===== src/rtl/mem_arbiter.sv =====
// Purpose : two-port (fetch/data) arbiter in front of a single-outstanding memory port.
// Latency : grant combinational in IDLE; rvalid two cycles after grant at best; abort after TIMEOUT access cycles.
// Backpr. : requesters hold req until gnt; no grant while an access is outstanding.
//
// Ports:
//   clock/reset            : single clock, synchronous active-high reset
//   if_req/if_addr/if_gnt  : fetch request side, if_rvalid pulses on completion
//   d_req/d_we/d_addr/...  : data request side, d_rvalid pulses on completion (read or write)
//   rdata/err              : completion payload, held between rvalid pulses
//   mem_*                  : memory port; mem_ready ends an access, ignored in IDLE
module mem_arbiter #(
    parameter int ADDR_W  = 32,
    parameter int DATA_W  = 32,
    parameter int TIMEOUT = 16
) (
    input  logic              clock,
    input  logic              reset,
    input  logic              if_req,
    input  logic [ADDR_W-1:0] if_addr,
    output logic              if_gnt,
    output logic              if_rvalid,
    input  logic              d_req,
    input  logic              d_we,
    input  logic [ADDR_W-1:0] d_addr,
    input  logic [DATA_W-1:0] d_wdata,
    output logic              d_gnt,
    output logic              d_rvalid,
    output logic [DATA_W-1:0] rdata,
    output logic              err,
    output logic              mem_en,
    output logic              mem_we,
    output logic [ADDR_W-1:0] mem_addr,
    output logic [DATA_W-1:0] mem_wdata,
    input  logic [DATA_W-1:0] mem_rdata,
    input  logic              mem_ready
);

    typedef enum logic {
        ST_IDLE   = 1'b0,
        ST_ACCESS = 1'b1
    } state_t;

    localparam logic       OWN_IF   = 1'b0;
    localparam logic       OWN_D    = 1'b1;
    // Counter value seen during the last allowed access cycle.
    localparam logic [7:0] CNT_LAST = 8'(TIMEOUT - 1);

    state_t            r_state;
    state_t            w_state_nxt;
    logic              r_owner;
    logic              r_last_owner;
    logic              r_we;
    logic [ADDR_W-1:0] r_addr;
    logic [DATA_W-1:0] r_wdata;
    logic [7:0]        r_cnt;
    logic [DATA_W-1:0] r_rdata;
    logic              r_err;
    logic              r_if_rvalid;
    logic              r_d_rvalid;

    logic              w_gnt_if;
    logic              w_gnt_d;
    logic              w_done_ok;
    logic              w_done_to;
    logic              w_done;

    // mem_ready on the final allowed cycle still counts as success.
    assign w_done_ok = (r_state == ST_ACCESS) && mem_ready;
    assign w_done_to = (r_state == ST_ACCESS) && !mem_ready && (r_cnt == CNT_LAST);
    assign w_done    = w_done_ok || w_done_to;

    // State register
    always_ff @(posedge clock) begin
        if (reset) begin
            r_state <= ST_IDLE;
        end else begin
            r_state <= w_state_nxt;
        end
    end

    // Next-state logic
    always_comb begin
        w_state_nxt = r_state;
        case (r_state)
            ST_IDLE:   if (if_req || d_req) w_state_nxt = ST_ACCESS;
            ST_ACCESS: if (w_done)          w_state_nxt = ST_IDLE;
            default:                        w_state_nxt = ST_IDLE;
        endcase
    end

    // Output logic: grants and memory strobes
    always_comb begin
        w_gnt_if = 1'b0;
        w_gnt_d  = 1'b0;
        mem_en   = 1'b0;
        mem_we   = 1'b0;
        if ((r_state == ST_IDLE) && !reset) begin
            if (if_req && d_req) begin
                // Whoever was not served last wins the conflict.
                if (r_last_owner == OWN_IF) begin
                    w_gnt_d = 1'b1;
                end else begin
                    w_gnt_if = 1'b1;
                end
            end else begin
                w_gnt_if = if_req;
                w_gnt_d  = d_req;
            end
        end
        if (r_state == ST_ACCESS) begin
            mem_en = 1'b1;
            mem_we = r_we;
        end
    end

    assign if_gnt    = w_gnt_if;
    assign d_gnt     = w_gnt_d;
    assign mem_addr  = r_addr;
    assign mem_wdata = r_wdata;
    assign rdata     = r_rdata;
    assign err       = r_err;
    assign if_rvalid = r_if_rvalid;
    assign d_rvalid  = r_d_rvalid;

    // Request capture, access counter and completion registers
    always_ff @(posedge clock) begin
        if (reset) begin
            r_owner      <= OWN_IF;
            r_last_owner <= OWN_IF;
            r_we         <= 1'b0;
            r_addr       <= '0;
            r_wdata      <= '0;
            r_cnt        <= '0;
            r_rdata      <= '0;
            r_err        <= 1'b0;
            r_if_rvalid  <= 1'b0;
            r_d_rvalid   <= 1'b0;
        end else begin
            r_if_rvalid <= 1'b0;
            r_d_rvalid  <= 1'b0;
            if (w_gnt_if || w_gnt_d) begin
                r_owner      <= w_gnt_d;
                r_last_owner <= w_gnt_d;
                r_addr       <= w_gnt_d ? d_addr : if_addr;
                r_we         <= w_gnt_d && d_we;
                r_wdata      <= w_gnt_d ? d_wdata : '0;
                r_cnt        <= '0;
            end
            if (r_state == ST_ACCESS) begin
                if (w_done) begin
                    r_if_rvalid <= (r_owner == OWN_IF);
                    r_d_rvalid  <= (r_owner == OWN_D);
                    r_rdata     <= (w_done_ok && !r_we) ? mem_rdata : '0;
                    r_err       <= w_done_to;
                    r_cnt       <= '0;
                end else begin
                    r_cnt <= r_cnt + 8'd1;
                end
            end
        end
    end

endmodule


===== config.mk =====
export PLATFORM = sky130hd
export DESIGN_NAME = mem_arbiter
export DESIGN_NICKNAME = d
export VERILOG_FILES = /design/src/rtl/mem_arbiter.sv
export SDC_FILE = /design/constraint.sdc
export NUM_CORES = 1
export LEC_CHECK = 0
export ABC_AREA = 1
export BUFFER_PORTS_ARGS = -buffer_cell sky130_fd_sc_hd__buf_4
export CAP_MARGIN = 5
export CORE_MARGIN = 5
export CORE_UTILIZATION = 49
export DETAILED_ROUTE_END_ITERATION = 7
export MAX_ROUTING_LAYER = met4
export PLACE_DENSITY = 0.85
export REMOVE_ABC_BUFFERS = 1
export SLEW_MARGIN = 20
export SYNTH_ARGS = -nofsm -noshare
export SYNTH_HDL_FRONTEND = slang
export SYNTH_SLANG_ARGS = --single-unit

===== constraint.sdc =====
create_clock -name clock -period 2.9 [get_ports clock]
set_input_delay 0.145 -clock clock [delete_from_list [all_inputs] [get_ports clock]]
set_output_delay 0.145 -clock clock [all_outputs]
set_load 0.02 [all_outputs]

==> results of run 1 <==
==> synth_stat cells (all sizes together) <==
library cell and number:
xor2 1, dfxtp 110, nor2 62, nand3 69, o21ai 68, inv 18
nand2 123, o31ai 1, nand4 37, a21oi 40, ha 1, nor3 2
buf 35, clkbuf 10
==> cell type report <==
type	instances	area share, %
clock buffer	11	2.305
clock inverter	5	0.6286
inverter	18	1.086
multi-input combinational	404	30.93
sequential	110	33.52
tap	111	2.114
timing repair buffer	252	29.41
==> cell families (layout without fill, tap and decap cells) <==
group                      Yosys count  after routing  synth area share, %
and+or+nand+nor                    293            293                31.68
adders and majority gates            1              1               0.2710
AOI/OAI and AO/OA                  109            109                11.87
DFF                                110            110                47.70
buffers and inverters               63            286                8.293
xor gates and xnor gates             1              1               0.1897
==> per-layer routing <==
metal	GRT usage [%]	routed length, µm	vias to the layer above
li1	-	-	2375
met1	30.57	5760	2308
met2	42.49	7659	218
met3	6.562	1141	50
met4	13.24	683	0
met5	-	0	-
==> state kept, by name, summed over array words and instances (netlist names) <==
name,flops
r_state,1
if_rvalid,1
r_last_owner,1
mem_addr,32
err,1
r_cnt,8
d_rvalid,1
mem_wdata,32
r_we,1
rdata,32
==> worst min path at each step <==
stage / to / startpoint / cells past startpoint / slack (ns)
6_report: rdata[22] / mem_rdata[22] / 3 / 0.007
3_5_place_dp: rdata[14] / mem_rdata[14] / 3 / 0.38
3_3_place_gp: rdata[27] / mem_rdata[27] / 3 / 0.38
4_1_cts: rdata[22] / mem_rdata[22] / 3 / 0.0002
2_1_floorplan: err / reset / 1 / 0.21
5_1_grt: mem_wdata[10] / d_wdata[10] / 3 / 0.006
==> worst min-delay path, delay by kind of cell <==
kind                   cells  cell delay (ns)
buffers and inverters      1             0.08
AND/OR/NAND/NOR            2             0.13
==> cells in the final DEF (no fill, tap or decap), types with 2 or more instances in the layout <==
cell type and n:
a21oi_1 40, nand4_1 36, nand3_2 30, o21ai_1 19, nand3_1 39, dfxtp_1 110
inv_2 4, nand2_1 122, nor2_2 4, buf_4 240, clkbuf_8 11, nor3_1 2
dlygate4sd3_1 11, clkinv_2 2, inv_1 12, nor2_1 57, o21ai_0 49
==> stage by stage <==
step,std cells,hold WS [ns],power [mW],util (%)
floorplan,532,0.2141,1.911,-
global placement,884,0.3784,2.236,68.14
detailed placement,884,0.3832,2.249,68.14
CTS,911,0.0001702,3.161,71.43
global route,911,0.005989,3.274,71.43
finish,911,0.007403,3.143,71.43
==> power by group <==
part | switching, mW | internal, mW
Clock | 0.544 | 0.370
Sequential | 0.0477 | 1.58
Combinational | 0.330 | 0.269
Total | 0.922 | 2.22
==> results.py, run 1 <==
metrics = {
    "status": {
        "status": "finished, final reports clean",
    },
    "setup_path": {
        "path_buf_inv": 2,
        "timing.rr.start": "r_state",
        "worstSetupPathDepth": 4,
        "worst_path_largest_cell_delay_ns": 0.53,
        "critical-path-top-delay-family": "buffers and inverters",
        "reg2reg_depth": 6,
        "timing_worst_setup_path_type": "flip-flop to output port",
        "crit_required_ns": 2.76,
        "reg2reg_slack_ns": 0.88,
        "startpoint": "r_state",
        "timing.rr.end": "mem_wdata[19]",
        "worst-path-max-fanout": 43,
        "worstSetupStartpointType": "flip-flop",
        "critical_path_cell_by_cell": "nor2_2 > nand2_1 > inv_2 > buf_4",
        "cp-endpoint": "d_gnt",
        "cp_slowest_cell": "inv_2",
        "worst-endpoint-arrival_ns": 1.90,
        "timing.critical_path.to_type": "output port",
    },
    "min_path": {
        "hold_path.class": "input pin to flip-flop",
    },
    "yosys": {
        "synthesis.area_per_instance_um2": 8.002,
        "syn_inst": 577,
        "synth_sequential_area_ratio_pct": 47.70,
        "yosys-top-cells-area": "dfxtp_1 (48%), nand2_1 (9.9%), nand3_2 (6.5%), o21ai_0 (5.3%), nand4_1 (4.9%)",
        "synth_largest_area_cell": "dfxtp_1",
        "syn_area_um2": 4617,
        "synth.yosys.warnings": 0,
        "ys_types": 26,
        "synth_largest_type_area_fraction_pct": 47.70,
        "ys_seq_elements": 110,
    },
    "drt": {
        "drt-pass1-iter-count": 5,
        "route.vias.total": 4951,
        "ant_nets": 0,
        "routedWlPerCell_um": 16.73,
        "vias_per_cell": 5.435,
        "drt_wl_total_mm": 15.24,
        "final_routed_drc_violation_total": 0,
        "detailedRoute.firstIterationViolations": 365,
    },
    "global_route": {
        "first_global_vias": 4730,
        "grt.overflow.total": 0,
        "grt_max_degree": 73,
        "wire_length_of_the_first_global_routing_pass_mm": 23.47,
        "globalRouteTotalUtil_pct": 26.36,
        "antenna_found_initial": 0,
    },
    "job": {
        "max_cap_viol_count": 0,
    },
    "placement": {
        "place_congestion": 0.8703,
        "detailed_place.area_um2": 6266,
        "numPortBuffers": 236,
        "dp_hpwl_mm": 11.05,
        "place_worst_setup_slack_ns": 0.9096,
    },
    "clocking": {
        "cts-htree-levels": 3,
        "post_cts_resized": 0,
        "clock_latency_ns": 0.37,
        "tritoncts.num_buffers": 9,
        "clockBufferDepth": 2,
        "cts_root_buffer": "clkbuf_8",
        "post-cts-setup-buffers": 0,
        "cts-hold-fix-buffers": 11,
        "cts_tree": "yes",
        "clkSlewWorstSetupHoldPaths_ns": 0.11,
        "numClockSinks": 110,
    },
    "timing": {
        "setup-violations-final": 0,
        "setup-tns-final_ns": 0,
        "worst_slack_ns": 0.8568,
        "timing_worst_slew_pin_value_ns": 1.058,
        "final-max-slew-violation-count": 0,
        "slew_headroom_pct": 29.46,
        "rsz0062_at_grt": "false",
        "period_share_pct": 70.45,
        "fin_worst_skew_ns": 0.01570,
        "max_clock_freq_mhz": 489.4,
        "timing_hold_violations_final": 0,
        "post-route-min-period_ns": 2.043,
    },
    "floorplanning": {
        "floorplan.core_area_um2": 9196,
        "die_ar_um2": 11460,
        "chipHeight_um": 107.1,
        "initial_core_util_pct": 50.20,
        "placementRows": 35,
        "horiz_die_dim_um": 107.1,
        "io_pins": 237,
    },
    "final_layout": {
        "final_nets": 930,
        "filler_cell_count": 704,
        "multi_input_comb_area_um2": 2032,
        "design_area_um2": 6569,
        "drive_above_1_share_pct": 37.50,
        "seqCellArea_um2": 2202,
        "area_grow_syn2layout_pct": 42.28,
        "insertedDiodeCount": 0,
    },
    "power_and_ir_drop": {
        "peak_vdd_ir_mv": 0.2847,
        "power_per_cell_area_nw_per_um2": 478.4,
        "p_leak_nw": 2.950,
    },
}
No activity file was read; power rests on OpenSTA's default activity.
==> run 2, diff against run 1 <==
--- a/config.mk
+++ b/config.mk
@@ -5,14 +5,14 @@
 export SDC_FILE = /design/constraint.sdc
 export NUM_CORES = 1
 export LEC_CHECK = 0
-export ABC_AREA = 1
+export ABC_AREA = 0
 export BUFFER_PORTS_ARGS = -buffer_cell sky130_fd_sc_hd__buf_4
 export CAP_MARGIN = 5
 export CORE_MARGIN = 5
-export CORE_UTILIZATION = 49
+export CORE_UTILIZATION = 43
 export DETAILED_ROUTE_END_ITERATION = 7
 export MAX_ROUTING_LAYER = met4
-export PLACE_DENSITY = 0.85
+export PLACE_DENSITY = 0.79
 export REMOVE_ABC_BUFFERS = 1
 export SLEW_MARGIN = 20
 export SYNTH_ARGS = -nofsm -noshare
==> constraint.sdc (replaced) <==
create_clock -name clock -period 2.1 [get_ports clock]
set_input_delay 0.105 -clock clock [delete_from_list [all_inputs] [get_ports clock]]
set_output_delay 0.105 -clock clock [all_outputs]
set_load 0.02 [all_outputs]
==> results.py, run 2 <==
metrics = {
    "floorplanning": {
        "horiz_die_dim_um": 106.5,
        "die_ar_um2": 11330,
        "placementRows": 35,
        "initial_core_util_pct": 43.70,
        "io_pins": 237,
        "floorplan.core_area_um2": 9153,
        "chipHeight_um": 106.5,
    },
    "final_layout": {
        "layout.cells.most_common": "buf_4",
        "seqCellArea_um2": 2202,
        "area_grow_syn2layout_pct": 65.91,
        "multi_input_comb_area_um2": 1592,
        "final_nets": 816,
        "layout.cells.most_common_list": "buf_4 (243), dfxtp_1 (110), dlygate4sd3_1 (60)",
        "filler_cell_count": 625,
        "drive_above_1_share_pct": 39.65,
        "utilization_pct": 72.51,
    },
    "yosys": {
        "synth_largest_area_cell": "dfxtp_1",
        "synth_largest_type_area_fraction_pct": 55.05,
        "syn_inst": 400,
        "synth_sequential_area_ratio_pct": 55.05,
        "ys_types": 42,
        "synth_enable_flop_cells": 0,
        "syn_area_um2": 4000,
        "ys_seq_elements": 110,
        "synthesis.area_per_instance_um2": 10.00,
        "yosys-top-cells-area": "dfxtp_1 (55%), a22o_1 (7.4%), a22oi_1 (6.4%), o22ai_1 (5.0%), nand3_1 (4.5%)",
        "synthTopCellsByCount": "dfxtp_1 (110), nor2_1 (40), nand3_1 (36), o21ai_0 (35)",
        "synth.yosys.warnings": 0,
        "synthMostInstantiatedCell": "dfxtp_1",
        "asyncSetResetFlopFracSynth_pct": 0,
        "synthFlopType": "dfxtp_1",
    },
    "timing": {
        "rsz0062_at_grt": "false",
        "timing_hold_violations_final": 0,
        "period_share_pct": 86.55,
        "final-max-slew-violation-count": 0,
        "timing_worst_slew_pin_value_ns": 0.5009,
        "setup-violations-final": 0,
        "fin_worst_skew_ns": 0.01662,
        "post-route-min-period_ns": 1.818,
        "slew_headroom_pct": 66.57,
        "worst_slack_ns": 0.2824,
        "max_clock_freq_mhz": 550.2,
    },
    "clocking": {
        "cts-hold-fix-buffers": 60,
        "post_cts_resized": 0,
        "post-cts-setup-buffers": 0,
        "cts_tree": "yes",
        "cts_root_buffer": "clkbuf_8",
        "clock_latency_ns": 0.36,
        "cts-htree-levels": 3,
        "clkSlewWorstSetupHoldPaths_ns": 0.11,
        "clockBufferDepth": 2,
        "tritoncts.num_buffers": 9,
        "numClockSinks": 110,
    },
    "setup_path": {
        "timing_worst_setup_path_type": "flip-flop to output port",
        "crit_required_ns": 2.00,
        "reg2reg_depth": 6,
        "timing.critical_path.to_type": "output port",
        "reg2reg_slack_ns": 0.42,
        "timing.rr.end": "rdata[18]",
        "worst-endpoint-arrival_ns": 1.71,
        "timing.rr.start": "r_cnt[0]",
        "worstSetupStartpointType": "flip-flop",
        "worst-path-max-fanout": 39,
    },
    "global_route": {
        "grt.overflow.total": 0,
        "globalRouteTotalUtil_pct": 23.97,
        "grt_max_degree": 42,
        "first_global_vias": 4368,
        "antenna_found_initial": 0,
        "wire_length_of_the_first_global_routing_pass_mm": 21.34,
    },
    "min_path": {
        "holdCritStartpoint": "d_wdata[19]",
        "worstHoldEndpoint": "mem_wdata[19]",
        "hold_path.class": "input pin to flip-flop",
        "hold_depth": 3,
    },
    "power_and_ir_drop": {
        "peak_vdd_ir_mv": 0.3939,
        "p_total_mw": 4.573,
        "power_per_cell_area_nw_per_um2": 689.2,
        "p_leak_nw": 2.972,
    },
    "drt": {
        "drt_wl_total_mm": 13.81,
        "routedWlPerCell_um": 17.30,
        "ant_nets": 0,
        "vias_per_cell": 5.241,
        "final_routed_drc_violation_total": 0,
        "detailedRoute.firstIterationViolations": 211,
        "drt-pass1-iter-count": 5,
        "route.vias.total": 4182,
    },
    "job": {
        "max_cap_viol_count": 0,
    },
    "placement": {
        "numPortBuffers": 236,
        "place_worst_setup_slack_ns": 0.4672,
        "place_congestion": 0.8650,
        "dp_hpwl_mm": 9.088,
    },
    "status": {
        "status": "finished, final reports clean",
    },
}
run 2: changes by cell type in the layout (fill, tap and decap cells not counted), sizes merged, moves of 5 or more:
| cell | previous run | this run |
|---|---|---|
| nand4 | 37 | 1 |
| a22o | 0 | 34 |
| nand3 | 69 | 37 |
| buf | 241 | 246 |
| a21oi | 40 | 6 |
| nand2 | 123 | 3 |
| nor2 | 62 | 40 |
| inv | 19 | 6 |
| dlygate4sd3 | 11 | 60 |
| a22oi | 0 | 34 |
| o21ai | 68 | 35 |
| o22ai | 0 | 32 |
run 2: worst max-delay path by stage:
| stage | startpoint | end | slack, ns | depth (start not counted) |
|---|---|---|---|---|
| after floorplan | r_state | rdata[0] | -0.57 | 3 |
| after global placement | r_cnt[0] | rdata[7] | 0.53 | 6 |
| after detailed placement | r_cnt[0] | rdata[28] | 0.47 | 6 |
| after CTS | r_last_owner | d_gnt | 0.26 | 4 |
| after global routing | r_last_owner | d_gnt | 0.16 | 4 |
| final | r_last_owner | d_gnt | 0.28 | 4 |
run 2: worst max-delay path: stages, from the launching register on:
cell and delay (ns):
dfxtp_1 0.37, a21bo_1 0.22, nor3_4 0.13, buf_4 0.39, buf_4 0.22
run 2: power by group:
| part | switching [mW] | total (mW) | internal (mW) | leakage [nW] |
|---|---|---|---|---|
| clock network | 0.749 | 1.33 | 0.577 | 0.101 |
| registers | 0.0711 | 2.28 | 2.21 | 0.899 |
| logic | 0.471 | 0.971 | 0.500 | 1.97 |
run 2: cell type report:
| type | count | area share (%) |
|---|---|---|
| repair buffers | 306 | 37.44 |
| flip-flops and latches | 110 | 33.18 |
| multi-input cells | 251 | 23.98 |
| well taps | 111 | 2.093 |
| clock buffers | 10 | 1.923 |
| clock inverters | 6 | 1.169 |
| inverters | 3 | 0.1697 |
| diodes | 1 | 0.03771 |
run 2: metal layers:
metal / GRT usage, % / routed length [µm] / up-vias
met5: - / 0 / -
met4: 9.863 / 357 / 0
met3: 4.797 / 984 / 33
met2: 43.26 / 7175 / 196
met1: 25.65 / 5289 / 1902
li1: - / - / 2051
run 2: kinds of logic (layout without fill, tap and decap cells):
kind of cell,after synthesis,count (layout),share of synthesized area [%]
AO/OA/AOI/OAI,147,147,25.56
flip-flops,110,110,55.05
AND/OR/NAND/NOR,99,99,12.76
buffers and inverters,39,325,5.380
XOR/XNOR,2,2,0.4380
multiplexers,2,2,0.5005
adder cells (fa/ha/maj),1,1,0.3127
other,0,1,0
run 2: through the flow:
| stage | cells | hold slack, ns | cell area, µm² | TNS [ns] |
|---|---|---|---|---|
| floorplan | 364 | 0.1741 | 3796 | -52.07 |
| global placement | 721 | 0.3201 | 5828 | 0 |
| detailed placement | 721 | 0.3270 | 5828 | 0 |
| CTS | 797 | 0.001043 | 6634 | 0 |
| global route | 797 | 0.003337 | 6634 | 0 |
| finish | 798 | 0.01517 | 6636 | 0 |
